--- config.mk ---
export PLATFORM = sky130hd
export DESIGN_NAME = instr_loader
export DESIGN_NICKNAME = d
export VERILOG_FILES = /design/src/rtl/instr_pkg.sv /design/src/rtl/instr_encode.sv /design/src/rtl/instr_loader.sv
export SDC_FILE = /design/constraint.sdc
export NUM_CORES = 1
export LEC_CHECK = 0
export CAP_MARGIN = 20
export CORE_MARGIN = 2
export CORE_UTILIZATION = 35
export DETAILED_ROUTE_END_ITERATION = 8
export PLACE_DENSITY = 0.77
export SLEW_MARGIN = 10
export SYNTH_ARGS = -nofsm -noshare
export SYNTH_HDL_FRONTEND = slang
export SYNTH_SLANG_ARGS = --single-unit
--- constraint.sdc ---
create_clock -name clk -period 1.9 [get_ports clk]
set_input_delay 0.285 -clock clk [delete_from_list [all_inputs] [get_ports clk]]
set_output_delay 0.285 -clock clk [all_outputs]
set_load 0.1 [all_outputs]
--- src/rtl/instr_pkg.sv ---
// Shared MIPS instruction constants and field layout, used by the program
// loader's encoder and the decode-stage control unit.
package instr_pkg;

    localparam int unsigned MNEM_W = 5;
    localparam int unsigned REG_W  = 5;
    localparam int unsigned IMM_W  = 16;
    localparam int unsigned TGT_W  = 26;
    localparam int unsigned OP_W   = 6;
    localparam int unsigned FN_W   = 6;
    localparam int unsigned WORD_W = 32;

    localparam logic [MNEM_W-1:0] MN_NOP  = 5'd0;
    localparam logic [MNEM_W-1:0] MN_ADD  = 5'd1;
    localparam logic [MNEM_W-1:0] MN_SUB  = 5'd2;
    localparam logic [MNEM_W-1:0] MN_AND  = 5'd3;
    localparam logic [MNEM_W-1:0] MN_OR   = 5'd4;
    localparam logic [MNEM_W-1:0] MN_XOR  = 5'd5;
    localparam logic [MNEM_W-1:0] MN_NOR  = 5'd6;
    localparam logic [MNEM_W-1:0] MN_SLT  = 5'd7;
    localparam logic [MNEM_W-1:0] MN_SLL  = 5'd8;
    localparam logic [MNEM_W-1:0] MN_SRL  = 5'd9;
    localparam logic [MNEM_W-1:0] MN_ADDI = 5'd10;
    localparam logic [MNEM_W-1:0] MN_ANDI = 5'd11;
    localparam logic [MNEM_W-1:0] MN_ORI  = 5'd12;
    localparam logic [MNEM_W-1:0] MN_XORI = 5'd13;
    localparam logic [MNEM_W-1:0] MN_LW   = 5'd14;
    localparam logic [MNEM_W-1:0] MN_SW   = 5'd15;
    localparam logic [MNEM_W-1:0] MN_BEQ  = 5'd16;
    localparam logic [MNEM_W-1:0] MN_J    = 5'd17;

    localparam logic [OP_W-1:0] OP_RTYPE = 6'b000000;
    localparam logic [OP_W-1:0] OP_ADDI  = 6'b001000;
    localparam logic [OP_W-1:0] OP_ANDI  = 6'b001100;
    localparam logic [OP_W-1:0] OP_ORI   = 6'b001101;
    localparam logic [OP_W-1:0] OP_XORI  = 6'b001110;
    localparam logic [OP_W-1:0] OP_LW    = 6'b100011;
    localparam logic [OP_W-1:0] OP_SW    = 6'b101011;
    localparam logic [OP_W-1:0] OP_BEQ   = 6'b000100;
    localparam logic [OP_W-1:0] OP_J     = 6'b000010;

    localparam logic [FN_W-1:0] FN_ADD = 6'b100000;
    localparam logic [FN_W-1:0] FN_SUB = 6'b100010;
    localparam logic [FN_W-1:0] FN_AND = 6'b100100;
    localparam logic [FN_W-1:0] FN_OR  = 6'b100101;
    localparam logic [FN_W-1:0] FN_XOR = 6'b100110;
    localparam logic [FN_W-1:0] FN_NOR = 6'b100111;
    localparam logic [FN_W-1:0] FN_SLT = 6'b101010;
    localparam logic [FN_W-1:0] FN_SLL = 6'b000000;
    localparam logic [FN_W-1:0] FN_SRL = 6'b000010;

    typedef struct packed {
        logic [MNEM_W-1:0] mnem;
        logic [REG_W-1:0]  rs;
        logic [REG_W-1:0]  rt;
        logic [REG_W-1:0]  rd;
        logic [REG_W-1:0]  shamt;
        logic [IMM_W-1:0]  imm;
        logic [TGT_W-1:0]  target;
    } instr_fields_t;

    function automatic logic [WORD_W-1:0] enc_r(input logic [REG_W-1:0] rs,
                                                input logic [REG_W-1:0] rt,
                                                input logic [REG_W-1:0] rd,
                                                input logic [REG_W-1:0] shamt,
                                                input logic [FN_W-1:0]  fn);
        return {OP_RTYPE, rs, rt, rd, shamt, fn};
    endfunction

    function automatic logic [WORD_W-1:0] enc_i(input logic [OP_W-1:0]  op,
                                                input logic [REG_W-1:0] rs,
                                                input logic [REG_W-1:0] rt,
                                                input logic [IMM_W-1:0] imm);
        return {op, rs, rt, imm};
    endfunction

    function automatic logic [WORD_W-1:0] enc_j(input logic [TGT_W-1:0] target);
        return {OP_J, target};
    endfunction

endpackage

--- src/rtl/instr_encode.sv ---
// Combinational encoder: symbolic instruction fields to a 32-bit MIPS word.
// Illegal mnemonics encode as nop and raise illegal_c.
module instr_encode
    import instr_pkg::*;
(
    input  instr_fields_t      fields,
    output logic [WORD_W-1:0]  word_c,
    output logic               illegal_c
);

    localparam logic [REG_W-1:0] ZERO_REG = 5'd0;

    // Shifts ignore rs; every other R-type ignores shamt.
    always_comb begin
        word_c    = '0;
        illegal_c = 1'b0;
        case (fields.mnem)
            MN_NOP:  word_c = '0;
            MN_ADD:  word_c = enc_r(fields.rs, fields.rt, fields.rd, ZERO_REG, FN_ADD);
            MN_SUB:  word_c = enc_r(fields.rs, fields.rt, fields.rd, ZERO_REG, FN_SUB);
            MN_AND:  word_c = enc_r(fields.rs, fields.rt, fields.rd, ZERO_REG, FN_AND);
            MN_OR:   word_c = enc_r(fields.rs, fields.rt, fields.rd, ZERO_REG, FN_OR);
            MN_XOR:  word_c = enc_r(fields.rs, fields.rt, fields.rd, ZERO_REG, FN_XOR);
            MN_NOR:  word_c = enc_r(fields.rs, fields.rt, fields.rd, ZERO_REG, FN_NOR);
            MN_SLT:  word_c = enc_r(fields.rs, fields.rt, fields.rd, ZERO_REG, FN_SLT);
            MN_SLL:  word_c = enc_r(ZERO_REG, fields.rt, fields.rd, fields.shamt, FN_SLL);
            MN_SRL:  word_c = enc_r(ZERO_REG, fields.rt, fields.rd, fields.shamt, FN_SRL);
            MN_ADDI: word_c = enc_i(OP_ADDI, fields.rs, fields.rt, fields.imm);
            MN_ANDI: word_c = enc_i(OP_ANDI, fields.rs, fields.rt, fields.imm);
            MN_ORI:  word_c = enc_i(OP_ORI,  fields.rs, fields.rt, fields.imm);
            MN_XORI: word_c = enc_i(OP_XORI, fields.rs, fields.rt, fields.imm);
            MN_LW:   word_c = enc_i(OP_LW,   fields.rs, fields.rt, fields.imm);
            MN_SW:   word_c = enc_i(OP_SW,   fields.rs, fields.rt, fields.imm);
            MN_BEQ:  word_c = enc_i(OP_BEQ,  fields.rs, fields.rt, fields.imm);
            MN_J:    word_c = enc_j(fields.target);
            default: illegal_c = 1'b1;
        endcase
    end

endmodule

--- src/rtl/instr_loader.sv ---
// Program loader: encodes a handshaked stream of symbolic instructions into
// consecutive instruction-memory words while holding the CPU in reset.
module instr_loader
    import instr_pkg::*;
#(
    parameter int unsigned ADDR_W    = 8,
    parameter int unsigned BASE_ADDR = 0
) (
    input  logic                clk,
    input  logic                rst,
    input  logic                start,
    input  logic                in_valid,
    output logic                in_ready,
    input  logic [4:0]          in_mnem,
    input  logic [4:0]          in_rs,
    input  logic [4:0]          in_rt,
    input  logic [4:0]          in_rd,
    input  logic [4:0]          in_shamt,
    input  logic [15:0]         in_imm,
    input  logic [25:0]         in_target,
    input  logic                in_last,
    output logic                imem_we,
    output logic [ADDR_W-1:0]   imem_addr,
    output logic [31:0]         imem_wdata,
    output logic                cpu_hold,
    output logic                done,
    output logic                err,
    output logic [ADDR_W:0]     count
);

    localparam int unsigned CNT_W = ADDR_W + 1;
    localparam logic [ADDR_W-1:0] BASE_A = ADDR_W'(BASE_ADDR);

    localparam logic [1:0] S_IDLE = 2'd0;
    localparam logic [1:0] S_LOAD = 2'd1;
    localparam logic [1:0] S_FIN  = 2'd2;
    localparam logic [1:0] S_DONE = 2'd3;

    logic [1:0]        state_q,      state_d;
    logic [ADDR_W-1:0] addr_ctr_q,   addr_ctr_d;
    logic              wrap_q,       wrap_d;
    logic              in_ready_q,   in_ready_d;
    logic              imem_we_q,    imem_we_d;
    logic [ADDR_W-1:0] imem_addr_q,  imem_addr_d;
    logic [31:0]       imem_wdata_q, imem_wdata_d;
    logic              cpu_hold_q,   cpu_hold_d;
    logic              done_q,       done_d;
    logic              err_q,        err_d;
    logic [CNT_W-1:0]  count_q,      count_d;

    instr_fields_t fields_c;
    logic [31:0]   word_c;
    logic          illegal_c;
    logic          accept_c;

    assign fields_c = '{mnem: in_mnem, rs: in_rs, rt: in_rt, rd: in_rd,
                        shamt: in_shamt, imm: in_imm, target: in_target};
    assign accept_c = in_valid && in_ready_q;

    instr_encode u_encode (
        .fields    (fields_c),
        .word_c    (word_c),
        .illegal_c (illegal_c)
    );

    // Next state; wrap_q marks that the top address has been written.
    always_comb begin
        state_d      = state_q;
        addr_ctr_d   = addr_ctr_q;
        wrap_d       = wrap_q;
        imem_we_d    = 1'b0;
        imem_addr_d  = imem_addr_q;
        imem_wdata_d = imem_wdata_q;
        err_d        = err_q;
        count_d      = count_q;
        case (state_q)
            S_IDLE: begin
                if (start) begin
                    state_d    = S_LOAD;
                    addr_ctr_d = BASE_A;
                    wrap_d     = 1'b0;
                    count_d    = '0;
                    err_d      = 1'b0;
                end
            end
            S_LOAD: begin
                if (accept_c) begin
                    if (wrap_q) begin
                        err_d = 1'b1;
                    end else begin
                        imem_we_d    = 1'b1;
                        imem_addr_d  = addr_ctr_q;
                        imem_wdata_d = word_c;
                        addr_ctr_d   = addr_ctr_q + ADDR_W'(1);
                        count_d      = count_q + CNT_W'(1);
                        if (addr_ctr_q == '1) wrap_d = 1'b1;
                        if (illegal_c) err_d = 1'b1;
                    end
                    if (in_last) state_d = S_FIN;
                end
            end
            S_FIN:   state_d = S_DONE;
            default: state_d = S_IDLE;
        endcase
        in_ready_d = (state_d == S_LOAD);
        cpu_hold_d = (state_d == S_LOAD) || (state_d == S_FIN);
        done_d     = (state_d == S_DONE);
    end

    always_ff @(posedge clk or posedge rst) begin
        if (rst) begin
            state_q      <= S_IDLE;
            addr_ctr_q   <= BASE_A;
            wrap_q       <= 1'b0;
            in_ready_q   <= 1'b0;
            imem_we_q    <= 1'b0;
            imem_addr_q  <= BASE_A;
            imem_wdata_q <= '0;
            cpu_hold_q   <= 1'b0;
            done_q       <= 1'b0;
            err_q        <= 1'b0;
            count_q      <= '0;
        end else begin
            state_q      <= state_d;
            addr_ctr_q   <= addr_ctr_d;
            wrap_q       <= wrap_d;
            in_ready_q   <= in_ready_d;
            imem_we_q    <= imem_we_d;
            imem_addr_q  <= imem_addr_d;
            imem_wdata_q <= imem_wdata_d;
            cpu_hold_q   <= cpu_hold_d;
            done_q       <= done_d;
            err_q        <= err_d;
            count_q      <= count_d;
        end
    end

    assign in_ready   = in_ready_q;
    assign imem_we    = imem_we_q;
    assign imem_addr  = imem_addr_q;
    assign imem_wdata = imem_wdata_q;
    assign cpu_hold   = cpu_hold_q;
    assign done       = done_q;
    assign err        = err_q;
    assign count      = count_q;

endmodule

==> run summary, run 1 <==
The run finished with clean final reports. Clock input transition at the sequential cells of the worst setup and hold paths: 0.07 ns. The number of hold violations in the final report came out at 0. TritonCTS built the clock tree. The detail-routed net length per standard cell was 15.7 um. The synthesized-area fraction occupied by adder cells was 0.0104; the peak per-stage delay on the critical path was 0.51 ns.

The logs give 0 for the final-report setup violation count and -0.262 ns for the setup slack at placement. The leftover overflow at the end of global routing came out at 0. The number of slew-limit violations in the final report came out at 0.

Share of final-layout standard cells stronger than drive strength 1: 0.292. Clock tree synthesis inserted a total of 9 buffers. Post-CTS repair changed the size of 0 cells.

For the cell area after synthesis, the log shows 3600 um^2. The critical path is of the in2reg type. The first global-routing pass estimated 17400 um of wire.

For this run, design rule violations remaining after detail routing come to 0. The synthesized design spends more area on one cell type than any other, namely dfrtp_1. The number of buffer cells added on primary ports works out to 124.

The maximum vdd drop is 920 uV. STA classifies the critical path endpoint as a flip-flop. The die is 105 um tall. The average via count per standard cell is 5.16, and the final clock skew is 0.00487 ns. Achievable frequency: 0.555 GHz. Data on the critical path arrives at its endpoint at 2.03 ns. The iteration count of the initial detailed-routing pass came out at 5. The layout net count came out at 615. The run gives 62 as the post-synthesis cell type count.

In this run the register-to-register setup slack is 0.28 ns. The worst register-to-register path has a depth of 6. The design draws 7.95 mW.

The run gives 0.355 as the starting density of the core. The run gives 198 as the number of violations reported at the end of detailed-routing iteration 0. From synthesis to final layout, the design area changed by 49.9%.

The number of nets handed over by synthesis was 458. The floorplan step defined a die boundary enclosing 11100 um^2. By area, the combinational part of the netlist is dominated by simple AND/OR/NAND/NOR gates.

The worst path in the final design needs a cycle of 1.80 ns, including I/O delays and setup. For the fraction of the yosys area taken by sequential cells, the log shows 0.445. The post-synthesis area per instance was 9.40 um^2; the max capacitance violation total was 0. The number of flip-flops and latches in the synthesized netlist is 64, and the width of the chip is 105 um.

Counting stages on the worst path, the most repeated cell is buf_4. The cell with the largest stage delay on the worst path was clkdlybuf4s50_1. Ranked by total cell area, the synthesized netlist is headed by dfrtp_1 (45%), nand2_1 (6.6%), mux2_2 (3.1%), o21ai_0 (2.8%), a21oi_1 (2.5%).

The final layout contains routed wiring with a total length of 10700 um. The root buffer cell was clkbuf_8. Summing all flip-flop and latch instances after layout gives 1610 um^2. The detail route stage leaves a number of antenna-violating nets equal to 0. The tools report the diode insertion count for antenna repair as 0.

The fraction of registers with async set/reset works out to 1.00. The run gives 3546 as the via count of the first global-routing pass. Counting every sink on the clock net gives 64. Yosys instantiated no cell more often than dfrtp_1. Number of H-tree levels: 3. The simple-gate portion of the synthesized area came out at 0.221. The number of enable-type register cells in the synthesized netlist came out at 0. Post-synthesis xor/xnor area fraction: 0.0243. During synthesis, Yosys emitted a total of 0 warnings. For this design the static power due to leakage is 2.47 nW. Data on the critical path is required at its endpoint by 2.13 ns. The area fraction in compound gates after synthesis was 0.185; the maximum fanout along the worst path was 9.

Setup repair after global routing left no endpoint under its margin. The total global routing track utilization was 0.195. The tools report the hold-fix buffer count after cts as 0. Entering global routing, the biggest net connects 35 pins. The fraction of post-synthesis cell area in the top cell type by area came out at 0.445. The element type at the critical path start was a primary input. Among all flip-flop cells after synthesis, the most frequent one is dfrtp_1. The proportion of synthesized area in mux cells came out at 0.0563. In this run the post-CTS setup repair buffer count came out at 0.

Setup slack on the critical path of the routed design comes to 0.0972 ns. The final critical-path share of the clock period is 0.949, and the maximum buffer depth of the clock tree is 2. For the total of fill cells in the finished design, the log shows 906. The final weighted congestion in routability-driven placement is 0.847, and the total via count after detailed routing is 3515. Counting every instance in the synthesized netlist gives 383. The number of antenna violations at the first check in global routing was 0. Row generation in the floorplan step produced 37 rows.

Class of the most critical hold timing path: in2async. Traced cell by cell, the critical path runs through clkdlybuf4s50_1 -> buf_4 -> nor4_2 -> buf_4 -> nor2_1 -> o21ai_1 -> buf_4 -> o211ai_1. The core outline area is 10100 um^2.

Area occupied by multi-input gates: 1800 um^2. By count the netlist is led by dfrtp_1 (64), nand2_1 (63), nor2_1 (24), o21ai_0 (20), a21oi_1 (18). Dividing total power by cell area gives a power density of 1470 nW/um^2.

The number of ports placed on the die boundary is 126, and the post-detailed-placement half-perimeter wirelength is 8250 um. The tools report the insertion delay to the later sink of the worst-skew pair as 0.35 ns.
==> worst paths after layout <==
kind	startpoint	to
max reg2reg	state_q[1]	imem_wdata[18]
min	rst	imem_wdata[21]
max in group asynchronous	rst	in_ready
max	in_mnem[1]	imem_wdata[18]
min reg2reg	imem_addr[0]	imem_addr[0]
min in group clk	imem_addr[0]	imem_addr[0]
==> logic make-up (layout without fill, tap and decap cells) <==
group | Yosys count | in the layout
multiplexers | 19 | 19
XOR/XNOR | 10 | 10
buffers and inverters | 39 | 201
AO/OA/AOI/OAI | 95 | 95
AND/OR/NAND/NOR | 152 | 152
other | 1 | 1
flip-flops | 64 | 64
adder cells (fa/ha/maj) | 3 | 3
==> metal layers <==
metal  vias to the layer above  global-route usage  part of all wire
met5                         -                   0                 0
met2                       112               0.336              0.50
li1                       1688                   -                 -
met4                         0              0.0590             0.014
met3                        16              0.0495             0.067
met1                      1699               0.241              0.42
==> cell type report <==
class                   instances  share of cell area
inverters                      12             0.00835
multi-input cells             280               0.334
clock inverters                 5              0.0193
well taps                     136              0.0316
clock buffers                  11              0.0262
repair buffers                173               0.283
flip-flops and latches         64               0.298
==> flip-flops by register name, summed over array words and instances, names as in the netlist <==
| register | cells |
|---|---|
| imem_wdata | 31 |
| count | 9 |
| addr_ctr_q | 8 |
| imem_addr | 8 |
| state_q | 2 |
| cpu_hold | 1 |
| done | 1 |
| err | 1 |
| imem_we | 1 |
| in_ready | 1 |
| wrap_q | 1 |
==> through the flow <==
stage | cell area, um^2 | util | instances | setup TNS (ns) | hold slack (ns)
after floorplan | 3600 | - | 383 | -0.374 | 0.442
after global placement | 5140 | 0.507 | 665 | -3.62 | 0.461
after detailed placement | 5140 | 0.507 | 665 | -5.11 | 0.472
after CTS | 5390 | 0.531 | 681 | 0 | 0.233
after global routing | 5390 | 0.532 | 681 | 0 | 0.263
final | 5390 | 0.532 | 681 | 0 | 0.227
==> critical path, delay by kind of cell <==
| family | cells | cell delay, ns |
|---|---|---|
| buffers and inverters | 4 | 1.08 |
| AND/OR/NAND/NOR | 2 | 0.38 |
| AO/OA/AOI/OAI | 2 | 0.28 |
==> placed cells by master (no fill, tap or decap), types with 2 or more instances in the layout <==
master            n
a222oi_1          5
and4b_1           2
o31ai_1           3
buf_12            4
bufinv_16         3
mux2i_1           9
nor2_1           24
dfrtp_1          61
a221oi_1          3
o21ai_1           6
o21ai_0          20
ha_1              3
clkbuf_8         10
nor2_2            2
nor2b_1           5
nand3_1          16
nand4_1           3
buf_4            98
o21ai_2           4
o211ai_1         10
dfrtp_2           3
or3b_2            5
mux2_2           10
and3_1            4
a221oi_2          3
inv_1            11
nand2b_1          4
nor4_1            7
xnor2_1           6
a22o_1            3
a21oi_1          18
a31oi_1           3
nand2_1          63
nor3b_1           3
o22ai_1           5
or4_1             2
xor2_1            4
clkdlybuf4s50_1  71
==> power breakdown <==
part | internal [mW] | switching [mW]
Combinational | 1.07 | 3.35
Sequential | 1.74 | 0.316
Clock | 0.908 | 0.560
Total | 3.72 | 4.23
(Power assumes the default switching activity.)
==> run 2, diff against run 1 <==
--- a/config.mk
+++ b/config.mk
@@ -9,8 +9,7 @@
 export CORE_MARGIN = 2
 export CORE_UTILIZATION = 35
 export DETAILED_ROUTE_END_ITERATION = 8
-export PLACE_DENSITY = 0.77
-export SLEW_MARGIN = 10
+export PLACE_DENSITY = 0.75
 export SYNTH_ARGS = -nofsm -noshare
 export SYNTH_HDL_FRONTEND = slang
 export SYNTH_SLANG_ARGS = --single-unit
==> constraint.sdc (replaced) <==
create_clock -name clk -period 2.21 [get_ports clk]
set_input_delay 0.3315 -clock clk [delete_from_list [all_inputs] [get_ports clk]]
set_output_delay 0.3315 -clock clk [all_outputs]
set_load 0.1 [all_outputs]
==> run summary, run 2 (same netlist as run 1, synthesis figures left out) <==
The cell with the largest stage delay on the worst path was clkdlybuf4s50_1 (unchanged). Final critical-path share of the clock period: 0.829. Via count of the first global-routing pass: 3407 (was 3546).

For the number of ports placed on the die boundary, the log shows 126 (unchanged). The row count is 37 (unchanged), and the sequential cell area is 1600 um^2 (was 1610 um^2). Setup repair after global routing left no endpoint under its margin.

The width of the chip is 105 um (unchanged). Critical path class: in2reg (unchanged). The number of buffer cells added on primary ports was 124 (unchanged); the final total negative setup slack was 0 ns (unchanged). The maximum buffer depth of the clock tree came out at 2 (unchanged).

The required time reported for the critical path endpoint was 2.46 ns (was 2.13 ns); the layout net count was 592 (was 615). The number of buffers created by CTS was 9 (unchanged). For the area of the die, the log shows 11100 um^2 (unchanged).

The tools report the leakage component of the power as 2.34 nW (was 2.47 nW). The logs give 1800 um^2 (about the same) for the area occupied by multi-input gates and 0 (unchanged) for the hold-fix buffer count after cts. The clock input transition at the sequential cells of the worst setup and hold paths was 0.08 ns (was 0.07 ns); the transition time at the pin with the least slew margin was 0.565 ns. Die boundary height: 105 um (unchanged). The tools report the critical path startpoint as in_mnem[2] (was in_mnem[1]).

The launching point of the worst reg2reg path is wrap_q (was state_q[1]). The detail-routed net length per standard cell was 15.2 um (was 15.7 um). The total via count after detailed routing is 3376 (was 3515), and the diode insertion count for antenna repair is 0 (unchanged). The maximum fanout along the worst path came out at 16 (was 9). Chain of cells forming the critical path: clkdlybuf4s50_1 -> buf_12 -> nor3_1 -> nor3_1 -> a222oi_1 -> o21ai_0 (was clkdlybuf4s50_1 -> buf_4 -> nor4_2 -> buf_4 -> nor2_1 -> o21ai_1 -> buf_4 -> o211ai_1).

The class of the most critical hold timing path is in2async (unchanged). The number of flip-flops under the largest register name was 31 (unchanged); the clock sink count was 64 (unchanged). The final clock skew is 0.00905 ns (was 0.00487 ns), and the starting density of the core is 0.355 (unchanged). The leftover overflow at the end of global routing is 0 (unchanged), and the shortest clock period the worst path allows after layout is 1.83 ns. For the wire length after detailed routing, the log shows 10000 um (was 10700 um). The setup slack at placement is 0.000476 ns (was -0.262 ns). The largest net degree at the start of global routing was 65 (was 35). The maximum vdd drop is 1160 uV (was 920 uV), and the DRC violation count after routing is 0 (unchanged).

The global-route wire length before repair was 16700 um (was 17400 um); the final-report setup violation count was 0 (unchanged). The power per standard cell area works out to 1270 nW/um^2 (was 1470 nW/um^2). The layout overhead on the synthesized area was 43.5% (was 49.9%). The run gives 0.546 GHz as the achievable frequency.

The number of H-tree levels was 3 (unchanged). The iteration count of the initial detailed-routing pass was 6 (was 5); the final weighted congestion in routability-driven placement was 0.862 (was 0.847). The root buffer cell is clkbuf_8 (unchanged). Insertion delay to the later sink of the worst-skew pair: 0.35 ns (about the same). The headroom to the max-slew limit is 0.620, and the number of hold violations in the final report is 0 (unchanged). The peak per-stage delay on the critical path came out at 0.61 ns (was 0.51 ns).

The commonest non-fill, non-tap cell in the layout is buf_4 (unchanged). The tools report the post-detailed-placement half-perimeter wirelength as 7760 um (was 8250 um). The library cell appearing most often on the critical path is nor3_1 (was buf_4). The final worst slack is 0.378 ns (was 0.0972 ns), and the max capacitance violation total is 0 (unchanged). The average via count per standard cell came out at 5.14 (was 5.16). The tools report the total of fill cells in the finished design as 956 (was 906). Number of slew-limit violations in the final report: 0 (unchanged). The element type at the critical path start is a primary input (unchanged). The run finished with clean final reports. The number of antenna violations at the first check in global routing was 0 (unchanged).

Arrival time of data at the critical path endpoint: 2.09 ns (was 2.03 ns). Capturing element type of the critical path: a flip-flop (unchanged). The run gives 0 (unchanged) as the number of antenna-violating nets in the routed design. The share of final-layout standard cells stronger than drive strength 1 is 0.253 (was 0.292).

The core outline area was 10100 um^2 (unchanged). TritonCTS built the clock tree. For the number of violations reported at the end of detailed-routing iteration 0, the log shows 196 (was 198). Highest-count cells in the layout ignoring fill and taps: buf_4 (76), clkdlybuf4s50_1 (71), dfrtp_1 (64) (was buf_4 (98), clkdlybuf4s50_1 (71), nand2_1 (63)).

The total global routing track utilization is 0.187 (was 0.195), and the number of buffers inserted to repair setup after CTS is 0 (unchanged). The number of resized instances in the post-cts repair step came out at 0 (unchanged).
## run 2: path summary, 6_finish.rpt
check,end,slack [ns],depth (start not counted)
worst min-delay path,count[0],0.37,3
min in group clk,imem_addr[1],0.48,2
worst max-delay path,imem_wdata[14],0.38,6
worst max register to register,addr_ctr_q[6],0.44,4
max in group asynchronous,cpu_hold,1.55,3
worst min register to register,imem_addr[1],0.48,2
## run 2: stage by stage
| step | std cells | total power, mW | area [um^2] | util | hold slack [ns] |
|---|---|---|---|---|---|
| final | 657 | 6.54 | 5160 | 0.509 | 0.368 |
| after detailed placement | 642 | 5.51 | 4950 | 0.489 | 0.464 |
| after global routing | 657 | 6.82 | 5160 | 0.509 | 0.404 |
| after CTS | 657 | 6.58 | 5160 | 0.509 | 0.389 |
| after floorplan | 383 | 4.54 | 3600 | - | 0.479 |
| after global placement | 642 | 5.45 | 4950 | 0.489 | 0.462 |
## run 2: area by class of cell
type,instances,share of cell area
multi-input cells,280,0.348
well taps,136,0.0330
repair buffers,150,0.260
clock inverters,6,0.0165
clock buffers,9,0.0240
inverters,12,0.00873
flip-flops and latches,64,0.310
## run 2: layer usage
| metal | vias up | GRT usage | part of all wire |
|---|---|---|---|
| met5 | - | 0 | 0 |
| met4 | 0 | 0.0419 | 0.0093 |
| met3 | 11 | 0.0563 | 0.074 |
| met2 | 127 | 0.317 | 0.50 |
| met1 | 1589 | 0.234 | 0.42 |
| li1 | 1649 | - | - |
## run 2: critical path, delay by kind of cell
kind | cells | cell delay, ns
buffers and inverters | 2 | 0.79
AO/OA/AOI/OAI | 2 | 0.43
AND/OR/NAND/NOR | 2 | 0.52
## run 2: where the power goes
group / leakage (nW) / switching [mW] / total [mW] / internal (mW)
combinational: 1.37 / 2.85 / 3.69 / 0.843
clock: 0.101 / 0.449 / 1.07 / 0.624
sequential: 0.862 / 0.279 / 1.78 / 1.50
total: 2.34 / 3.58 / 6.54 / 2.96
==> variant 1 (settings of run 1) <==
Make the reset (`rst`) synchronous in one clocked block.
--- a/src/rtl/instr_loader.sv
+++ b/src/rtl/instr_loader.sv
@@ -107,7 +107,7 @@
         done_d     = (state_d == S_DONE);
     end
 
-    always_ff @(posedge clk or posedge rst) begin
+    always_ff @(posedge clk) begin
         if (rst) begin
             state_q      <= S_IDLE;
             addr_ctr_q   <= BASE_A;
Function: differs if rst is asserted again (counterexample within 4 cycles, from zero or initial values and one cycle with rst high); with rst held inactive, the same outputs for 10 cycles.
==> variant 1 against run 1 <==
  * Wire length decreased by 21%
  * Setup slack improved by 43 ps
  * Count of clock-buffer cells in the layout increased by 2
  * Utilization increased by 0.48 points
  * Register-to-register slack got worse by 30 ps
  * Non-clock buffer count decreased by 15
  * Final area decreased by 14%
  * Die area decreased by 14%
  * Synthesized area decreased by 15%
  * Sequential cell count unchanged
Power is not compared: it rests on default switching activity, and its combinational part moved more than twofold at a synthesized area within 25%.
==> variant 1: results <==
group,metric,value,unit
layout,regArea,1290,µm²
drt,viasPerCell,5.09,
hold_path,worstHoldPathType,"reg2reg",
logic_synthesis,synthArstFlopShare,0,%
layout,layout.comb_gates.multi_input,260,
placed_design,gp_congestion,0.850,
drt,routedLengthMet1,3790,µm
placed_design,dp.cells,593,
die,die_x,97.7,µm
layout,buffer_area_share,30.0,%
placed_design,place_area,4470,µm²
clocking,clk_latency,330,ps
timing,holdWs,456,ps
grt,met1_usage,23.3,%
layout,inverters,3,
run_status,status,"completed",
drt,wl_per_cell,14.0,µm
setup_path,crit_path_max_fanout,8,
grt,track_usage,17.8,%
placed_design,hpwl,6570,µm
drt,drt_iter0_drc,174,
setup_path,crit_end,"imem_wdata[16]$_SDFFE_PP0P_",
timing,clock_skew,5.67,ps
layout,multi_input_area,1660,µm²
logic_synthesis,synth_cell_types,55,
layout,clk_share,3.32,%
grt,grt_pass1_vias,2988,
layout,stdcell_count,607,
setup_path,rr_startpoint,"state_q[1]$_SDFF_PP0_",
logic_synthesis,synth_area_leaders,"dfxtp_1, nand2_1, a21oi_1",
logic_synthesis,syn_nets,428,
setup_path,reg2reg_depth,5,
logic_synthesis,syn_inst,353,
logic_synthesis,synth-seq-area-share,41.7,%
grt,grt_pass1_wl,13900,µm
logic_synthesis,synth_common_cells,"dfxtp_1, nand2_1, nor2_1",
timing,fmax,568,MHz
grt,grt_use_met2,28.4,%
layout,nFillCells,798,
layout,nClkBuffers,13,
grt,grt_max_degree,20,
setup_path,r2r_setup_slack,250,ps
setup_path,r2r-end,"imem_wdata[29]$_SDFFE_PP0P_",
layout,nNetsFinal,571,
logic_synthesis,synth_top_area_share,41.7,%
## variant 1: changes by cell type after synthesis, moves of 9 or more
cell      change
dfrtp_1      -64
dfxtp_1      +64
nand2_1      -18
nand3_1      -13
a22oi_1      +12
inv_1         -9
mux2_2        -9
o211ai_1      -9
## variant 1: logic make-up after synthesis
| group | Yosys count | share of synthesized area (%) |
|---|---|---|
| adder cells (fa/ha/maj) | 3 | 1.22 |
| AND/OR/NAND/NOR | 130 | 21.2 |
| multiplexers | 14 | 4.60 |
| XOR/XNOR | 13 | 3.71 |
| buffers and inverters | 29 | 4.89 |
| AO/OA/AOI/OAI | 99 | 22.5 |
| other | 1 | 0.122 |
| flip-flops | 64 | 41.7 |
## variant 1: worst max-delay path: stages
cell and delay (ps):
clkdlybuf4s50_1 470, or4b_1 530, buf_4 180, nor2_8 150
buf_4 170, a22oi_1 80, o21ai_0 160
## variant 1: report_power, final
part | switching [W] | internal (W)
registers | 0.0000132 | 0.00136
clock network | 0.000472 | 0.000494
logic | 0.000297 | 0.000269
==> variant 2 (config.mk and constraints of run 1) <==
Without the edit above. The localparam `ZERO_REG` of `instr_encode` goes from 5'd0 to 5'd1.
--- a/src/rtl/instr_encode.sv
+++ b/src/rtl/instr_encode.sv
@@ -8,7 +8,7 @@
     output logic               illegal_c
 );
 
-    localparam logic [REG_W-1:0] ZERO_REG = 5'd0;
+    localparam logic [REG_W-1:0] ZERO_REG = 5'd1;
 
     // Shifts ignore rs; every other R-type ignores shamt.
     always_comb begin
Function: changed (a bounded check fails within 4 cycles, from zero or initial values and one cycle with rst high).
==> variant 2 against run 1 <==
  * Global-route usage about the same
  * Highest routed layer unchanged
  * Clock skew increased by 3.3 ps
  * Non-clock buffer count is 11 lower
  * Synthesized area decreased by 11%
  * Critical endpoint is now imem_wdata[10]$_DFFE_PP0P_
  * Final area decreased by 9.3%
  * Sequential power increased by 2%
  * Sequential cell count did not move
  * Setup slack better by 51 ps
  * Total power grew 2.4%
  * Wire length fell by 13%
  * Synthesized cell count fell by 8.9%
  * Die area shrank 10%
==> variant 2: results <==
group,metric,value,unit
run_status,status,"completed",
layout,nFillCells,808,
grt,track_usage,19.5,%
logic_synthesis,synth_common_cells,"dfrtp_1, nand2_1, nor2_1",
logic_synthesis,yosysWarnings,0,
setup_path,critPathArrivalTime,2010,ps
setup_path,cp-startpoint,"in_mnem[1]",
timing,slew_headroom,66.4,%
grt,grt_max_degree,65,
logic_synthesis,synth_compound_area_share,16.8,%
clocking,path_clk_slew,70,ps
logic_synthesis,muxShareOfSynthArea,1.28,%
grt,grt_antenna_before_repair,0,
grt,met1_usage,23.8,%
timing,clock_skew,8.19,ps
logic_synthesis,synth_area_leaders,"dfrtp_1, nand2_1, nor2_1",
clocking,numCtsBuffers,9,
placed_design,gp_congestion,0.857,
logic_synthesis,syn_inst,349,
grt,grt_pass1_wl,15500,µm
hold_path,worstHoldPathType,"in2async",
grt,grt_use_met2,34.0,%
drt,routedLengthMet1,3910,µm
setup_path,crit_path_max_fanout,9,
logic_synthesis,synthXorXnorAreaFrac,3.81,%
setup_path,rr_startpoint,"state_q[1]$_DFF_PP0_",
drt,viasPerCell,5.19,
setup_path,reg2reg_depth,6,
logic_synthesis,synth-seq-area-share,49.8,%
logic_synthesis,synth_cell_types,50,
pwr,p_leak,2.27,nW
drt,routed_wl,9270,µm
drt,dr_wl_met2,4630,µm
placed_design,dp.cells,595,
logic_synthesis,synth_fa_ha_area_share,1.17,%
drt,drt_iter0_drc,111,
clocking,cts-root-buf,"clkbuf_8",
logic_synthesis,synthArstFlopShare,100,%
grt,grt_pass1_vias,3280,
clocking,cts_max_level,3,
grt,met3_usage,4.25,%
clocking,cts_buffer_depth,2,
layout,drive_above_1_share,24.5,%
drt,first_pass_iters,4,
drt,top_layer,"met4",
pwr,ir_drop,0.00101,V
drt,route.met3.wl,591,µm
layout,diodes,0,
placed_design,port_buffers,124,
pwr,p_switching,0.00449,W
logic_synthesis,syn_nets,424,
layout,stdcell_count,610,
placed_design,hpwl,7010,µm
clocking,clk_latency,340,ps
layout,nNetsFinal,573,
layout,largest_reg_flops,31,
variant 2: metrics by stage:
stage          cell area, µm²  setup slack, ps  utilization (%)  total power [W]  setup TNS, ps
2_1_floorplan            3230            -5.20                -          0.00562          -5.20
3_3_place_gp             4660             -125             52.9          0.00680          -3180
3_5_place_dp             4660             -215             52.9          0.00686          -4370
4_1_cts                  4880              113             55.4          0.00820              0
5_1_grt                  4890             16.4             55.6          0.00850              0
6_report                 4890              148             55.6          0.00815              0
variant 2: final cells by class:
class,count,share of cell area [%]
Clock buffer,12,3.17
Clock inverter,3,1.33
Inverter,9,0.767
Multi-Input combinational cell,252,29.9
Sequential cell,64,32.8
Tap cell,108,2.76
Timing Repair Buffer,162,29.3
variant 2: what timing repair did:
action	4_1_cts	5_1_grt
endpoints found under the setup margin	0	4
setup buffers	0	0
gates resized for setup	0	2
variant 2: final timing paths:
path | slack, ps | endpoint
max in group asynchronous | 1240 | count[2]$_DFFE_PP0P_
worst min-delay path | 390 | imem_wdata[19]$_DFFE_PP0P_
worst min register to register | 470 | imem_wdata[26]$_DFFE_PP0P_
min in group clk | 470 | imem_wdata[26]$_DFFE_PP0P_
worst max-delay path | 150 | imem_wdata[10]$_DFFE_PP0P_
worst max register to register | 150 | addr_ctr_q[5]$_DFFE_PP0P_
variant 2: power groups by stage:
stage / registers (W) / logic (W) / clock network, W
2_1_floorplan: 0.00482 / 0.000799 / 0
3_3_place_gp: 0.00210 / 0.00469 / 0
3_5_place_dp: 0.00212 / 0.00475 / 0
4_1_cts: 0.00210 / 0.00475 / 0.00135
5_1_grt: 0.00216 / 0.00493 / 0.00140
6_report: 0.00210 / 0.00472 / 0.00133
variant 2: critical path, cell delays in order:
cell             delay [ps]
clkdlybuf4s50_1         480
or2_2                   390
o21ai_1                 290
nand3_2                 190
buf_4                   220
o21ai_1                 150
